$ cat src/rtl/ring_step_pkg.sv
// Shared types for the ring-shift sequencer.
package ring_step_pkg;

  typedef enum logic [1:0] {
    ST_IDLE  = 2'd0,
    ST_RUN   = 2'd1,
    ST_PAUSE = 2'd2
  } ring_state_t;

endpackage

$ cat src/rtl/ring_step_edge.sv
// Two-flop synchronizer for an asynchronous button level, followed by a rising-edge detector.
module ring_step_edge (
  input  logic hz100,
  input  logic reset,
  input  logic in,
  output logic evt
);

  logic s1_reg;
  logic s2_reg;
  logic s3_reg;

  always_ff @(posedge hz100) begin
    if (reset) begin
      s1_reg <= 1'b0;
      s2_reg <= 1'b0;
      s3_reg <= 1'b0;
    end else begin
      s1_reg <= in;
      s2_reg <= s1_reg;
      s3_reg <= s2_reg;
    end
  end

  assign evt = s2_reg & ~s3_reg;

endmodule

$ cat src/rtl/ring_step_controller.sv
// One-hot ring sequencer: single-step from a button or free-run at a prescaled rate,
// with direction control, run/pause/stop and direct position load.
module ring_step_controller
  import ring_step_pkg::*;
#(
  parameter  int WIDTH  = 4,
  parameter  int PERIOD = 25,
  localparam int PW     = $clog2(WIDTH)
) (
  input  logic             hz100,
  input  logic             reset,
  input  logic             start,
  input  logic             stop,
  input  logic             step,
  input  logic             dir,
  input  logic             load,
  input  logic [PW-1:0]    load_pos,
  output logic [WIDTH-1:0] ring,
  output logic [PW-1:0]    pos,
  output logic [1:0]       state,
  output logic             wrap
);

  localparam int PCW = $clog2(PERIOD);
  localparam logic [PCW-1:0] PRE_LAST = PCW'(PERIOD - 1);
  localparam logic [PW-1:0]  POS_LAST = PW'(WIDTH - 1);
  localparam logic [PW:0]    POS_LIM  = (PW + 1)'(WIDTH);

  // Event index order: 0 start, 1 stop, 2 step, 3 load
  logic [3:0] ctrl_raw;
  logic [3:0] ctrl_evt;
  assign ctrl_raw = {load, step, stop, start};

  for (genvar gi = 0; gi < 4; gi++) begin : g_edge
    ring_step_edge u_edge (
      .hz100 (hz100),
      .reset (reset),
      .in    (ctrl_raw[gi]),
      .evt   (ctrl_evt[gi])
    );
  end

  logic start_evt;
  logic stop_evt;
  logic step_evt;
  logic load_evt;
  assign start_evt = ctrl_evt[0];
  assign stop_evt  = ctrl_evt[1];
  assign step_evt  = ctrl_evt[2];
  assign load_evt  = ctrl_evt[3];

  logic          dir_s1_reg;
  logic          dir_s2_reg;
  logic [PW-1:0] lp_s1_reg;
  logic [PW-1:0] lp_s2_reg;

  always_ff @(posedge hz100) begin
    if (reset) begin
      dir_s1_reg <= 1'b0;
      dir_s2_reg <= 1'b0;
      lp_s1_reg  <= '0;
      lp_s2_reg  <= '0;
    end else begin
      dir_s1_reg <= dir;
      dir_s2_reg <= dir_s1_reg;
      lp_s1_reg  <= load_pos;
      lp_s2_reg  <= lp_s1_reg;
    end
  end

  ring_state_t    state_reg;
  ring_state_t    state_next;
  logic [PCW-1:0] pre_reg;
  logic [PCW-1:0] pre_next;
  logic           do_load;
  logic           do_adv;

  always_ff @(posedge hz100) begin
    if (reset) begin
      state_reg <= ST_IDLE;
      pre_reg   <= '0;
    end else begin
      state_reg <= state_next;
      pre_reg   <= pre_next;
    end
  end

  // Only the highest-priority event is acted on; an out-of-range load counts as no load.
  always_comb begin
    state_next = state_reg;
    pre_next   = pre_reg;
    do_load    = 1'b0;
    do_adv     = 1'b0;
    if (load_evt && ({1'b0, lp_s2_reg} < POS_LIM)) begin
      do_load  = 1'b1;
      pre_next = '0;
    end else if (stop_evt) begin
      if (state_reg == ST_RUN) begin
        state_next = ST_PAUSE;
      end else if (state_reg == ST_PAUSE) begin
        state_next = ST_IDLE;
        pre_next   = '0;
      end
    end else if (start_evt && (state_reg != ST_RUN)) begin
      state_next = ST_RUN;
      if (state_reg == ST_IDLE) begin
        pre_next = '0;
      end
    end else if (step_evt && (state_reg != ST_RUN)) begin
      do_adv = 1'b1;
    end else if (state_reg == ST_RUN) begin
      if (pre_reg == PRE_LAST) begin
        do_adv   = 1'b1;
        pre_next = '0;
      end else begin
        pre_next = pre_reg + PCW'(1);
      end
    end
  end

  function automatic logic [WIDTH-1:0] rotate(input logic [WIDTH-1:0] r, input logic d);
    rotate = d ? {r[0], r[WIDTH-1:1]} : {r[WIDTH-2:0], r[WIDTH-1]};
  endfunction

  logic [WIDTH-1:0] ring_reg;
  logic [PW-1:0]    pos_reg;
  logic             wrap_reg;
  logic [PW-1:0]    pos_adv;

  always_comb begin
    pos_adv = pos_reg + PW'(1);
    if (dir_s2_reg) begin
      pos_adv = (pos_reg == '0) ? POS_LAST : pos_reg - PW'(1);
    end else if (pos_reg == POS_LAST) begin
      pos_adv = '0;
    end
  end

  always_ff @(posedge hz100) begin
    if (reset) begin
      ring_reg <= WIDTH'(1);
      pos_reg  <= '0;
      wrap_reg <= 1'b0;
    end else if (!$onehot(ring_reg)) begin
      // Recover from a corrupted ring without disturbing the FSM
      ring_reg <= WIDTH'(1);
      pos_reg  <= '0;
      wrap_reg <= 1'b0;
    end else if (do_load) begin
      ring_reg <= WIDTH'(1) << lp_s2_reg;
      pos_reg  <= lp_s2_reg;
      wrap_reg <= 1'b0;
    end else if (do_adv) begin
      ring_reg <= rotate(ring_reg, dir_s2_reg);
      pos_reg  <= pos_adv;
      wrap_reg <= dir_s2_reg ? ring_reg[0] : ring_reg[WIDTH-1];
    end else begin
      wrap_reg <= 1'b0;
    end
  end

  assign ring  = ring_reg;
  assign pos   = pos_reg;
  assign state = state_reg;
  assign wrap  = wrap_reg;

endmodule
$ cat config.mk
export PLATFORM = sky130hd
export DESIGN_NAME = ring_step_controller
export DESIGN_NICKNAME = d
export VERILOG_FILES = /design/src/rtl/ring_step_pkg.sv /design/src/rtl/ring_step_edge.sv /design/src/rtl/ring_step_controller.sv
export SDC_FILE = /design/constraint.sdc
export NUM_CORES = 1
export LEC_CHECK = 0
export BUFFER_PORTS_ARGS = -buffer_cell sky130_fd_sc_hd__buf_2
export CAP_MARGIN = 20
export CORE_AREA = 5 5 57 59
export DETAILED_ROUTE_END_ITERATION = 7
export DIE_AREA = 0 0 62 64
export PLACE_DENSITY = 0.9
export SYNTH_ARGS = -nofsm -noshare
export SYNTH_HDL_FRONTEND = slang
export SYNTH_SLANG_ARGS = --single-unit
$ cat constraint.sdc
create_clock -name hz100 -period 5.91 [get_ports hz100]
set_input_delay 0.2955 -clock hz100 [delete_from_list [all_inputs] [get_ports hz100]]
set_output_delay 0.2955 -clock hz100 [all_outputs]
set_load 0.1 [all_outputs]
==> qor.txt <==
Status - finished clean
Max Clk Rate - 338.4 MHz
Die footprint - 0.003968 sq mm
Syn Area/Cell - 9.465 sq um
Gr usage total - 16.03%
Hold_buf cts - 0
Root Driver - clkbuf_4
Register area share after synthesis - 41.52%
Synth top area share - 41.52%
Most frequent cells after synthesis - 32 x dfxtp_1, 20 x nor2b_1, 14 x inv_1, 9 x ha_1, 9 x nand3_1
Layout area overhead - 9.651%
Ratio of cells with drive above 1 in the final layout - 18.23%
Initial core utilization - 57.94%
Ys async rst share - 0%
# rows - 19
Hold Slack - 0.1643 ns
Pre-Repair DR Iteration Count - 4
Number of synthesized flops with an enable pin - 0
Post-DRT Antenna Nets - 0
Initial DRC count - 50
Final Slew Violations - 0
Final setup fails - 0
Leading post-synthesis cells by cell area - dfxtp_1 42%, nor2b_1 8.1%, ha_1 7.3%
DR DRC count - 0
Postcts setup bufs - 0
Core region area - 0.002663 sq mm
Critical path startpoint category - flip-flop
Port Buffers - 17
Hold WC Path Type - primary input to flip-flop
Worst setup path class - flip-flop to flip-flop
Largest net degree at the start of global routing - 23
DP Wirelength - 2070 um
Total Nets Final - 199
Worst clock skew - 0.01494 ns
Number of synthesized register bits - 32
Global-route wire length before repair - 4774 um
CTS tree - done
Primary FF master, synth - dfxtp_1
Max IR drop VDD - 0.2490 mV
Mapped Cells - 163
PwrDens - 263.5 mW/mm^2
Max FFs per register - 5
Vias per cell - 5.712
Io pins - 18
Routability cong. - 0.8751
Req. time, crit path - 6.15 ns
Most common cell in the netlist - dfxtp_1
Max_cap viols - 0
Crit end category - flip-flop
# resized after CTS - 0
Initial antenna violation count - 0
N_diodes - 0
Die X - 62 um
Final worst path period share - 50.00%
Routed wire length - 2833 um
CP max FO - 12
Distinct cells, synth - 40
YS warnings - 0
Worst slew pin tran - 0.8635 ns
Clk pin slew, worst setup/hold paths - 0.11 ns
RSZ-0062 raised after global routing - no
Wire per inst - 13.36 um
# fillers - 226
Setup TNS - 0 ns
Chip Height - 64 um
Skew-Pair Late Insertion Delay - 0.34 ns
Via count - 1,211
Sinks on Clock Net - 32
Fin. Hold Viols - 0
Crit path DAT - 3.19 ns
Clock Path Buffers - 2
Most area-hungry cell type in the Yosys netlist - dfxtp_1
Slew HR - 42.28%
Leak pwr - 0.6847 nW
Total grt overflow - 0
Vias in the first global route - 1,145
Tmin final - 2.955 ns
H-tree Lvls - 2
Synthesized Nets - 182
CTS buffer count - 5
Syn Std Cell Area - 0.001543 sq mm
## layout make-up
type	instances	area (sq um)	area share, %
Multi-Input combinational cell	110	813.3	48.08
Clock buffer	5	37.54	2.219
Sequential cell	32	640.6	37.87
Tap cell	31	38.79	2.293
Timing Repair Buffer	17	85.08	5.030
Clock inverter	3	23.77	1.405
Inverter	14	52.55	3.107
## critical path, stage by stage (launching register included)
cell	delay, ns
dfxtp_1	0.43
inv_1	0.12
fa_1	0.54
inv_1	0.04
ha_1	0.17
ha_1	0.28
nor4b_2	0.76
o31ai_1	0.20
a311o_1	0.32
## report_power, final
part           total (mW)  switching (mW)  leakage [nW]  internal [mW]
Clock               0.126          0.0796        0.0274         0.0467
Combinational      0.0865          0.0600         0.395         0.0265
Sequential          0.233         0.00783         0.262          0.225
## metrics by stage
stage / power [mW] / cells / instance area (sq um) / worst slack (ns) / utilization (%)
after floorplan: 0.3082 / 163 / 1543 / 2.719 / -
after global routing: 0.4699 / 212 / 1692 / 2.740 / 63.53
after CTS: 0.4522 / 212 / 1692 / 2.980 / 63.53
after global placement: 0.3186 / 204 / 1630 / 3.168 / 61.23
after detailed placement: 0.3242 / 204 / 1630 / 2.993 / 61.23
final: 0.4458 / 212 / 1692 / 2.955 / 63.53
## worst paths after layout
path / depth (start not counted) / to / from / slack [ns]
max: 8 / ring[0] / ring[0] / 2.95
min: 2 / dir_s1_reg / dir / 0.16
max reg2reg: 8 / ring[0] / ring[0] / 2.95
min reg2reg: 1 / lp_s2_reg[0] / lp_s1_reg[0] / 0.44
## placed cells by master (no fill, tap or decap), types with 2 or more instances in the layout
master and count:
nand3_1 9, a21boi_0 2, nand2_1 8, a21oi_1 7, nor2b_1 20, buf_2 17, o21ai_0 5, o211ai_1 2
dfxtp_1 32, nor2_1 4, o31ai_1 5, clkbuf_4 5, a31oi_1 2, clkinvlp_4 2, mux2i_1 7, ha_1 9
nor3_1 4, inv_1 14, or4_1 3, a211oi_1 2, a311o_1 2
## cells by family after synthesis
group / after synthesis / synth area share [%]
AOI/OAI and AO/OA: 31 / 14.27
xor gates and xnor gates: 1 / 0.5678
adders and majority gates: 10 / 8.597
buffers and inverters: 21 / 5.758
DFF: 32 / 41.52
muxes: 7 / 4.542
and+or+nand+nor: 61 / 24.74
## layer usage
| layer | routed length (um) | up-vias | global-route usage [%] | part of all wire (%) |
|---|---|---|---|---|
| li1 | - | 602 | - | - |
| met1 | 1221 | 552 | 18.53 | 43 |
| met2 | 1340 | 45 | 24.87 | 47 |
| met3 | 177 | 12 | 5.030 | 6.2 |
| met4 | 95 | 0 | 10.08 | 3.4 |
| met5 | 0 | - | 0 | 0 |
Note: power is estimated with default switching activity, not from simulation.
